`config.mk`:
```
export PLATFORM = sky130hd
export DESIGN_NAME = ov7670_stream_gen
export DESIGN_NICKNAME = d
export VERILOG_FILES = /design/src/rtl/ov7670_stream_gen.sv
export SDC_FILE = /design/constraint.sdc
export NUM_CORES = 1
export LEC_CHECK = 0
export BUFFER_PORTS_ARGS = -buffer_cell sky130_fd_sc_hd__buf_2
export CAP_MARGIN = 15
export CORE_MARGIN = 2
export CORE_UTILIZATION = 57
export DETAILED_ROUTE_END_ITERATION = 12
export PLACE_DENSITY = 0.76
export SYNTH_ARGS = -nofsm -noshare
export SYNTH_HDL_FRONTEND = slang
export SYNTH_SLANG_ARGS = --single-unit
```
`constraint.sdc`:
```
create_clock -name ov_pclk -period 5.7 [get_ports ov_pclk]
set_input_delay 0.57 -clock ov_pclk [delete_from_list [all_inputs] [get_ports ov_pclk]]
set_output_delay 0.57 -clock ov_pclk [all_outputs]
set_load 0.03 [all_outputs]
```
`src/rtl/ov7670_stream_gen.sv`:
```
// Synthetic OV7670 parallel-bus source: VGA-style vsync/href framing with selectable RGB565 test
// images, two bytes per pixel, high byte first.
module ov7670_stream_gen #(
  parameter int H_ACTIVE = 640,
  parameter int H_BLANK  = 288,
  parameter int V_SYNC   = 3,
  parameter int V_BACK   = 17,
  parameter int V_ACTIVE = 480,
  parameter int V_FRONT  = 10,
  parameter int BOX_W    = 64,
  parameter int BOX_H    = 480,
  parameter int BOX_STEP = 16
) (
  input  logic        ov_pclk,
  input  logic        rst,
  input  logic        en,
  input  logic [1:0]  pattern_sel,
  input  logic [15:0] solid_color,
  output logic        ov_vs,
  output logic        ov_hs,
  output logic [7:0]  cam_data,
  output logic        frame_done,
  output logic [15:0] frame_cnt,
  output logic [2:0]  dbg_state
);

  localparam int LT     = 2 * H_ACTIVE + H_BLANK;
  localparam int BAR_PX = H_ACTIVE / 8;

  typedef enum logic [2:0] {S_IDLE, S_VSYNC, S_VBACK, S_ACTIVE, S_VFRONT} state_t;

  state_t      state_q, state_d;
  logic [15:0] h_q, h_d, l_q, l_d;
  logic [2:0]  bar_q, bar_d;
  logic [15:0] bar_cnt_q, bar_cnt_d;
  logic [1:0]  pat_q, pat_d;
  logic [15:0] color_q, color_d;
  logic [15:0] box_x_q, box_x_d;
  logic [15:0] frame_cnt_q, frame_cnt_d;
  logic        ov_vs_q, ov_vs_d, ov_hs_q, ov_hs_d, frame_done_q, frame_done_d;
  logic [7:0]  cam_data_q, cam_data_d;

  logic [15:0] lines_n, px, py, pixel;
  logic [15:0] bar_color;
  logic        line_end;

  // Outputs are registered from the next position (state_d/h_d/l_d), so they line up with it.
  always_comb begin
    state_d     = state_q;
    h_d         = h_q;
    l_d         = l_q;
    bar_d       = bar_q;
    bar_cnt_d   = bar_cnt_q;
    pat_d       = pat_q;
    color_d     = color_q;
    box_x_d     = box_x_q;
    frame_cnt_d = frame_cnt_q;
    lines_n     = 16'd1;
    line_end    = (h_q == 16'(LT - 1));

    case (state_q)
      S_VSYNC:  lines_n = 16'(V_SYNC);
      S_VBACK:  lines_n = 16'(V_BACK);
      S_ACTIVE: lines_n = 16'(V_ACTIVE);
      S_VFRONT: lines_n = 16'(V_FRONT);
      default:  lines_n = 16'd1;
    endcase

    if (state_q == S_IDLE) begin
      if (en) begin
        state_d = S_VSYNC;
        h_d     = 16'd0;
        l_d     = 16'd0;
      end
    end else begin
      h_d = line_end ? 16'd0 : h_q + 16'd1;
      if (line_end) begin
        if (l_q == lines_n - 16'd1) begin
          l_d = 16'd0;
          case (state_q)
            S_VSYNC:  state_d = S_VBACK;
            S_VBACK:  state_d = S_ACTIVE;
            S_ACTIVE: state_d = S_VFRONT;
            S_VFRONT: state_d = en ? S_VSYNC : S_IDLE;
            default:  state_d = S_IDLE;
          endcase
        end else begin
          l_d = l_q + 16'd1;
        end
      end
    end

    if (state_d == S_VSYNC && state_q != S_VSYNC) begin
      pat_d   = pattern_sel;
      color_d = solid_color;
    end

    // Bar tracking steps once per pixel (even byte) instead of dividing px.
    if (h_d == 16'd0) begin
      bar_d     = 3'd0;
      bar_cnt_d = 16'd0;
    end else if (!h_d[0]) begin
      if (bar_cnt_q == 16'(BAR_PX - 1)) begin
        bar_d     = bar_q + 3'd1;
        bar_cnt_d = 16'd0;
      end else begin
        bar_cnt_d = bar_cnt_q + 16'd1;
      end
    end

    frame_done_d = (state_d == S_VFRONT) && (h_d == 16'(LT - 1)) && (l_d == 16'(V_FRONT - 1));
    if (frame_done_d) begin
      frame_cnt_d = frame_cnt_q + 16'd1;
      if (box_x_q + 16'(BOX_STEP) + 16'(BOX_W) > 16'(H_ACTIVE)) box_x_d = 16'd0;
      else                                                      box_x_d = box_x_q + 16'(BOX_STEP);
    end

    px = {1'b0, h_d[15:1]};
    py = l_d;
    case (bar_d)
      3'd0:    bar_color = 16'hFFFF;
      3'd1:    bar_color = 16'hFFE0;
      3'd2:    bar_color = 16'h07FF;
      3'd3:    bar_color = 16'h07E0;
      3'd4:    bar_color = 16'hF81F;
      3'd5:    bar_color = 16'hF800;
      3'd6:    bar_color = 16'h001F;
      default: bar_color = 16'h0000;
    endcase
    case (pat_d)
      2'd0:    pixel = bar_color;
      2'd1:    pixel = {py[4:0], px[5:0], px[4:0]};
      2'd2:    pixel = color_d;
      default: pixel = (px >= box_x_q && px < box_x_q + 16'(BOX_W) && py < 16'(BOX_H))
                       ? 16'hFFFF : 16'h0000;
    endcase

    ov_vs_d    = (state_d == S_VSYNC);
    ov_hs_d    = (state_d == S_ACTIVE) && (h_d < 16'(2 * H_ACTIVE));
    cam_data_d = ov_hs_d ? (h_d[0] ? pixel[7:0] : pixel[15:8]) : 8'd0;
  end

  always_ff @(posedge ov_pclk or negedge rst) begin
    if (!rst) begin
      state_q      <= S_IDLE;
      h_q          <= 16'd0;
      l_q          <= 16'd0;
      bar_q        <= 3'd0;
      bar_cnt_q    <= 16'd0;
      pat_q        <= 2'd0;
      color_q      <= 16'd0;
      box_x_q      <= 16'd0;
      frame_cnt_q  <= 16'd0;
      ov_vs_q      <= 1'b0;
      ov_hs_q      <= 1'b0;
      cam_data_q   <= 8'd0;
      frame_done_q <= 1'b0;
    end else begin
      state_q      <= state_d;
      h_q          <= h_d;
      l_q          <= l_d;
      bar_q        <= bar_d;
      bar_cnt_q    <= bar_cnt_d;
      pat_q        <= pat_d;
      color_q      <= color_d;
      box_x_q      <= box_x_d;
      frame_cnt_q  <= frame_cnt_d;
      ov_vs_q      <= ov_vs_d;
      ov_hs_q      <= ov_hs_d;
      cam_data_q   <= cam_data_d;
      frame_done_q <= frame_done_d;
    end
  end

  assign ov_vs      = ov_vs_q;
  assign ov_hs      = ov_hs_q;
  assign cam_data   = cam_data_q;
  assign frame_done = frame_done_q;
  assign frame_cnt  = frame_cnt_q;
  assign dbg_state  = state_q;

endmodule

```
# Yosys cells after proc, flatten, opt, wreduce, memory -nomap -nowiden
# Cells that the tools add are included.
# totals
wordCells	87
mem_bits_ro	0
reg_bits	115
latchBits	0
out_inout_bits	30
input_bits	21
n_memories	0
ramBits	0
# classes
order_cmp	5
reduce_logical	10
div	0
n_mux	28
shift	0
eq_ne	22
n_bitwise	0
mul	0
add_sub_neg	9
# op_table
op	count
$mux W16	13
$pmux W16 S7	1
$add A16 B1 Y16 const B	4
$pmux W16 S3	1
$pmux W9 S4	1
$add A16 B7 Y16 const B	2
$eq A16 B11 Y1 const B	2
$mux W3	7
$add A16 B5 Y16 const B	1
$eq A16 B16 Y1	1
$eq A16 B4 Y1 const B	1
$eq A16 B7 Y1 const B	1
$ge A15 B16 Y1	1
$gt A16 B10 Y1 const B	1
$logic_not A16 Y1	1
$lt A15 B16 Y1	1
$lt A16 B11 Y1 const B	1
$lt A16 B9 Y1 const B	1
$mux W8	2
$sub A16 B1 Y16 const B	1
$eq A3 B2 Y1 const B	5
$eq A3 B3 Y1 const B	5
$pmux W3 S4	1
$eq A3 B1 Y1 const B	3
10 further kinds	16

# Depth between registers and ports, before layout
# Gate-level depths: netlist of run 1.
# depth
ltp_word	14
ltp_mapped	19
ltp_nobuf	18

# Worst setup path before layout of run 1
# Ideal clock, no wire load.
# synth_path
path_kind	reg2reg
startpoint	register state_q[0] (netlist: dbg_state[0])
endpoint	register frame_cnt_q[13] (netlist: frame_cnt[13])
arrival_ps	4605
path_stages_with_launch	16
slack_ps	1015
n_path_buf	1
setup_ps	80
required_time_ps	5620
synth_period_minus_slack_ps	4685
cell_sequence	dfrtp_1 > clkbuf_1 > nor2b_1 > o21bai_1 > ha_1 > ha_1 > xnor2_1 > nor2_1 > nand4_2 > a2111oi_4 > o31ai_1 > or4_1 > or4_4 > or4b_4 > nor4_1 > xor2_1
# synth_via
word_cells_on_any_way	22
cone_classes	add/sub: 1; eq/ne: 8; mux: 10; reduce/logical: 3
# synth_rtl
item	line_no	source
start: declaration	32	state_t state_q, state_d;
start signal: assignment	159	state_q <= state_d;
$eq A3 B3 Y1 (tied with other cells)	61	case (state_q)
$pmux W9 S4	61	
$sub A16 B1 Y16	78	if (l_q == lines_n - 16'd1) begin
$eq A16 B16 Y1	78	
$mux W16	78	
$mux W16	77	if (line_end) begin
$mux W16 (*)	69	if (state_q == S_IDLE) begin
via l_d[14]	33	logic [15:0] h_q, h_d, l_q, l_d;
$eq A16 B4 Y1 (*)	111	frame_done_d = (state_d == S_VFRONT) && (h_d == 16'(LT - 1)) && (l_d == 16'(V_FRONT - 1));
$logic_and A1 B1 Y1 (*)	111	
end signal: assignment	167	frame_cnt_q <= frame_cnt_d;
end: declaration	39	logic [15:0] frame_cnt_q, frame_cnt_d;
# The timed path passes the listed nets; every way through them passes the cells marked *.
# A chain may end at the register's enable or synchronous reset.

# Final worst setup path of run 1
# layout_path
startpoint	register state_q[1] (netlist: dbg_state[1])
endpoint	register frame_cnt_q[13] (netlist: frame_cnt[13])
# Same word-level chain as after synthesis.

==> results of run 1 <==
sequential cells by signal, summed over array words and instances, names as in the netlist:
| name | flops |
|---|---|
| bar_cnt_q | 16 |
| color_q | 16 |
| frame_cnt | 16 |
| h_q | 16 |
| l_q | 16 |
| box_x_q | 12 |
| cam_data | 8 |
| bar_q | 3 |
| dbg_state | 3 |
| pat_q | 2 |
| frame_done | 1 |
| ov_hs | 1 |
| ov_vs | 1 |
synthesized netlist by cell type, drive strengths merged (4+ instances only):
master,instances
o31ai,7
nand2,97
and2,10
nor3,27
mux2,5
nor4,25
o21ai,70
mux2i,26
a2111oi,4
buf,19
nand2b,6
xnor2,37
o41ai,5
ha,32
a21o,5
inv,61
a211oi,7
o31a,6
nand4b,6
dfrtp,111
and4,7
or4,6
o311ai,7
nand3,36
o211ai,13
and3,28
xor2,13
clkbuf,27
o22ai,5
o21a,7
nand4,29
nor2,47
a31oi,8
a22o,4
a21oi,24
or3,13
nor2b,6
path summary, 6_finish.rpt:
| path | end | slack (ps) | cells past startpoint | startpoint |
|---|---|---|---|---|
| min in group ov_pclk | color_q[11] | 440 | 3 | solid_color[11] |
| max reg2reg | frame_cnt[13] | 550 | 15 | dbg_state[1] |
| min | l_q[0] | 250 | 1 | rst |
| max in group asynchronous | bar_cnt_q[6] | 4280 | 2 | rst |
| min reg2reg | frame_cnt[15] | 480 | 1 | frame_cnt[15] |
| max | frame_cnt[13] | 550 | 15 | dbg_state[1] |
final cells by class:
cell class,instances,area (um2),share of cell area [%]
Multi-Input combinational cell,659,4330,52.8
Clock inverter,7,96.3,1.17
Inverter,61,229,2.79
Clock buffer,9,225,2.74
Timing Repair Buffer,60,328,4.00
Tap cell,172,215,2.62
Sequential cell,111,2780,33.9
per-layer routing:
layer | share of wire, % | wire length, um | vias up
met5 | 0 | 0 | -
met4 | 3.6 | 707 | 0
met3 | 5.1 | 998 | 52
met2 | 49 | 9630 | 236
met1 | 42 | 8210 | 3346
li1 | - | - | 3236
power groups by stage:
| stage | Combinational [W] | Clock [W] | Sequential, W |
|---|---|---|---|
| final | 0.0000251 | 0.000674 | 0.000787 |
| after CTS | 0.0000264 | 0.000689 | 0.000787 |
| after global placement | 0.0000256 | 0 | 0.000802 |
| after global routing | 0.0000297 | 0.000718 | 0.000787 |
| after floorplan | 0.00000115 | 0 | 0.000803 |
| after detailed placement | 0.0000264 | 0 | 0.000802 |
logic make-up (layout without fill, tap and decap cells):
kind of cell    count (synthesis)  in the layout
fa+ha+maj                      32             32
buf+inv                       107            137
flops                         111            111
simple gates                  359            359
xor+xnor                       50             50
mux                            31             31
compound gates                187            187
worst max-delay path, delay by kind of cell (launching register included):
family	cells	cell delay, ps
AO/OA/AOI/OAI	2	660
adder cells (fa/ha/maj)	2	530
flip-flops	1	670
AND/OR/NAND/NOR	9	2850
XOR/XNOR	2	350
through the flow:
| stage | worst slack [ps] | total power [W] |
|---|---|---|
| final | 547 | 0.00149 |
| after floorplan | 1010 | 0.000804 |
| after global routing | 237 | 0.00153 |
| after CTS | 636 | 0.00150 |
| after global placement | 925 | 0.000828 |
| after detailed placement | 661 | 0.000829 |
==> results by group, run 1 <==
Cells and area
  • Layout cells sized above 1: 11.1%
  • Final cell count without fillers: 1079
  • Commonest non-fill, non-tap cell in the layout: dfrtp_1
  • Design Area, Final: 0.00821 mm2
  • Fin nets: 955
  • # fillers: 1047
  • Ant. Diodes: 0
  • Commonest cells after routing, fill and taps aside: dfrtp_1 (111), nand2_1 (97), o21ai_0 (69)
  • Layout area overhead: 8.95%
  • Final Core Density: 64.2%

Timing
  • RSZ-0062 raised after global routing: false
  • Final TNS setup: 0 ps
  • Max Freq: 194 MHz
  • Slew headroom: 41.5%
  • Clock Skew: 7.72 ps
  • Worst hold slack: 249 ps
  • Period utilization: 90.4%
  • Slew Limit Fails: 0
  • Worst slew pin tran: 853 ps
  • Period minus WS final: 5150 ps
  • Final count of hold timing violations: 0
  • Final setup vio count: 0

Yosys
  • Syn_nets: 930
  • Async SR Flop Fraction: 100%
  • Syn Inst Count: 877
  • Post-synthesis adder-cell area fraction: 5.32%
  • Sequential share of the synthesized area: 36.9%
  • Yosys top cell by area: dfrtp_1
  • Area share of the largest cell type after synthesis: 36.9%
  • Post-synthesis mux area share: 4.20%
  • Synth Warn #: 0
  • Mapped Area: 0.00753 mm2
  • Top FF cell, synth: dfrtp_1
  • FF+latch count, synth: 111
  • Compound-Gate Fraction of Synth Area: 16.3%
  • Synth Area in XOR/XNOR: 5.81%
  • EDFF count, synth: 0
  • Cell variety after synth: 71
  • Simple-Gate Fraction of Synth Area: 25.8%
  • Synth Area per Inst: 8.59 um2
  • Synth top area cells: dfrtp_1 (37%), ha_1 (5.3%), nand2_1 (4.8%), o21ai_0 (4.6%), xnor2_1 (4.3%)
  • Largest family of logic cells by synthesized area: simple AND/OR/NAND/NOR gates

Setup path
  • WS Path Type: reg -> reg
  • Worst path max stage delay: 670 ps
  • Crit end category: flip-flop
  • CP required: 5980 ps
  • Crit path launch type: flip-flop
  • Crit path arrival time: 5440 ps
  • CP max stage cell: dfrtp_1
  • CP cell instances: nor2_1 > nand2_1 > nand2_1 > ha_1 > ha_1 > xnor2_1 > nor2_1 > nand4_2 > a2111oi_4 > o31ai_1 > or4_1 > or4_4 > or4b_4 > nor4_1 > xor2_1
  • Maximum fanout along the worst path: 17

Global route
  • Global-route wire length before repair: 32800 um
  • Initial antenna violation count: 0
  • Total gr overflow: 0
  • Layer with the highest usage: met2
  • Largest net degree at the start of global routing: 58
  • Vias in the first global route: 6624
  • Gr usage total: 28.4%
  • Met1 Use GR: 37.2%
  • Met3 usage in global routing: 5.08%
  • Met2 Track Usage GR: 45.9%

Clock tree
  • Root buffer cell: clkbuf_16
  • Total number of H-tree levels: 3
  • Post_cts resized: 0
  • CTS tree: yes
  • Hold buffers post-CTS: 0
  • CTS Buf Count: 9
  • Clock-pin transition on the worst setup and hold timing paths: 80 ps
  • Clk sink count: 111
  • Setup bufs post-CTS: 0
  • Worst skew pair latency: 370 ps
  • CTS Buffer Depth: 2

Run
  • Max-cap viol count: 0

Placed design
  • Port Buffers: 50
  • Placed cell areas: 0.00788 mm2
  • DPL Wire Length: 14400 um
  • GPL Wtd Cong: 0.955
  • Placed insts: 1062

Detailed routing
  • Detailed Route Iter0 Violations: 758
  • WL/cell: 18.1 um
  • DRT antenna net count: 0
  • Final wirelength: 19500 um
  • Residual DRC count: 0
  • Vias/cell: 6.37
  • Via Count: 6870
  • Detailed Routing Iterations Pass 1: 6

Die
  • CORE AREA: 0.0128 mm2
  • FP Rows: 41
  • Die Y: 119 um
  • Full die area: 0.0141 mm2
  • I/O Pins: 51
  • Initial Utilization: 59.0%
  • Die width: 119 um

Power
  • NetSw: 0.000368 W
  • Sw Ratio: 24.8%
  • Comb power frac: 1.7%
  • Peak VDD IR: 0.150 mV
  • Pint: 0.00112 W
  • Leak pwr: 3.63 nW
  • Seq pwr share: 53.0%
  • Clk pwr share: 45.4%
  • Power Density: 181 mW/mm2

Outcome
  • Run status: complete, no violations

Min path
  • HP Class: in -> async
Power figures use the tool's default switching activity.
==> run 2, diff against run 1 <==
==> config.mk (replaced) <==
export PLATFORM = sky130hd
export DESIGN_NAME = ov7670_stream_gen
export DESIGN_NICKNAME = d
export VERILOG_FILES = /design/src/rtl/ov7670_stream_gen.sv
export SDC_FILE = /design/constraint.sdc
export NUM_CORES = 1
export LEC_CHECK = 0
export CAP_MARGIN = 15
export CORE_MARGIN = 2
export CORE_UTILIZATION = 57
export DETAILED_ROUTE_END_ITERATION = 12
export DONT_BUFFER_PORTS = 1
export GPL_ROUTABILITY_DRIVEN = 0
export PLACE_DENSITY = 0.72
export SYNTH_ARGS = -nofsm -noshare
export SYNTH_HDL_FRONTEND = slang
export SYNTH_SLANG_ARGS = --single-unit
==> results by group, run 2 (same netlist as run 1, synthesis figures left out) <==
Outcome
  • Run status: complete, no violations

Die
  • Die Y: 119 um
  • Initial Utilization: 59.0%
  • I/O Pins: 51
  • FP Rows: 41
  • CORE AREA: 0.0128 mm2
  • Die width: 119 um
  • Full die area: 0.0141 mm2

Detailed routing
  • DRT antenna net count: 0
  • Residual DRC count: 0
  • Detailed Route Iter0 Violations: 575
  • Final wirelength: 19000 um
  • Via Count: 6657
  • WL/cell: 18.4 um
  • Detailed Routing Iterations Pass 1: 6
  • Vias/cell: 6.45

Clock tree
  • CTS Buffer Depth: 2
  • CTS Buf Count: 9
  • Clock-pin transition on the worst setup and hold timing paths: 80 ps
  • Total number of H-tree levels: 3
  • Root buffer cell: clkbuf_16
  • Post_cts resized: 0
  • CTS tree: yes
  • Setup bufs post-CTS: 0
  • Hold buffers post-CTS: 1
  • Worst skew pair latency: 360 ps
  • Clk sink count: 111

Timing
  • Worst hold slack: 151 ps
  • Slew headroom: 40.3%
  • Max Freq: 202 MHz
  • Slew Limit Fails: 0
  • Period utilization: 86.9%
  • Clock Skew: 11.1 ps
  • RSZ-0062 raised after global routing: false
  • Final TNS setup: 0 ps
  • Final worst slack: 746 ps
  • Final count of hold timing violations: 0
  • Period minus WS final: 4950 ps
  • Worst slew pin tran: 892 ps
  • Final setup vio count: 0

Placed design
  • Placement Setup Slack: 792 ps
  • Port Buffers: 0
  • DPL Wire Length: 13900 um

Cells and area
  • Ant. Diodes: 0
  • Fin nets: 909
  • Commonest cells after routing, fill and taps aside: dfrtp_1 (111), nand2_1 (97), o21ai_0 (69)
  • Layout area overhead: 5.80%
  • Commonest non-fill, non-tap cell in the layout: dfrtp_1
  • Layout cells sized above 1: 6.28%

Setup path
  • Crit end category: flip-flop
  • CP required: 5950 ps
  • WS Path Type: reg -> reg
  • Crit path arrival time: 5200 ps
  • Crit path launch type: flip-flop
  • Worst path bufs/invs: 0
  • Worst path max stage delay: 670 ps
  • Delay-heaviest family, CP: simple AND/OR/NAND/NOR gates
  • Maximum fanout along the worst path: 17
  • CP cell instances: and2b_4 > nand2_1 > nand2_1 > ha_1 > ha_1 > xnor2_1 > nor2_1 > nand4_2 > a2111oi_4 > o31ai_1 > or4_1 > or4_4 > nor4_4 > o21ai_0 > and2_1
  • CP max stage cell: dfrtp_1
  • Reg-to-reg slack, setup: 750 ps

Global route
  • Vias in the first global route: 6423
  • Total gr overflow: 0
  • Global-route wire length before repair: 31900 um
  • Gr usage total: 27.5%
  • Largest net degree at the start of global routing: 112
  • Initial antenna violation count: 0

Min path
  • HP Class: in -> async

Power
  • Power Density: 178 mW/mm2
  • Final Power: 0.00142 W
  • Leak pwr: 3.40 nW
  • Peak VDD IR: 0.133 mV

Run
  • Max-cap viol count: 0
==> run 2: worst reg2reg max path, cell delays in order, from the launching register on <==
cell	delay, ps
dfrtp_1	670
and2b_4	270
nand2_1	70
nand2_1	90
ha_1	210
ha_1	260
xnor2_1	130
nor2_1	180
nand4_2	160
a2111oi_4	480
o31ai_1	160
or4_1	550
or4_4	500
nor4_4	630
o21ai_0	270
and2_1	220
==> run 2: area by class of cell <==
cell class	instances	area, um2
fill	1066	4810
multi-input combinational	659	4330
sequential	111	2780
inverter	61	229
clock buffer	9	225
tap	172	215
timing repair buffer	14	125
clock inverter	6	61.3
==> run 2: path summary, 6_finish.rpt <==
kind,end,cells past startpoint,from
max in group asynchronous,frame_cnt[4],1,rst
min reg2reg,color_q[5],2,color_q[5]
max reg2reg,box_x_q[12],15,dbg_state[1]
min,ov_vs,1,rst
min in group ov_pclk,pat_q[0],1,pattern_sel[0]
max,box_x_q[12],15,dbg_state[1]
==> run 2: routing by layer <==
metal / vias up / global-route usage, % / wire length, um
met3: 50 / 5.17 / 1120
met1: 3215 / 35.8 / 8020
met5: - / 0 / 0
met2: 259 / 45.2 / 9200
met4: 0 / 11.3 / 617
li1: 3133 / - / -
==> run 2: through the flow <==
| stage | instance area [um2] | util (%) | cells |
|---|---|---|---|
| after floorplan | 7530 | - | 877 |
| after global placement | 7650 | 59.9 | 1016 |
| after detailed placement | 7650 | 59.9 | 1016 |
| after CTS | 7970 | 62.4 | 1032 |
| after global routing | 7970 | 62.4 | 1032 |
| final | 7970 | 62.4 | 1032 |
==> run 2: where the power goes <==
group	leakage, nW	switching [W]	total [W]	internal (W)
sequential	1.42	0	0.000787	0.000787
clock	0.137	0.000309	0.000614	0.000305
combinational	1.84	0.0000151	0.0000179	0.00000276
total	3.40	0.000324	0.00142	0.00109
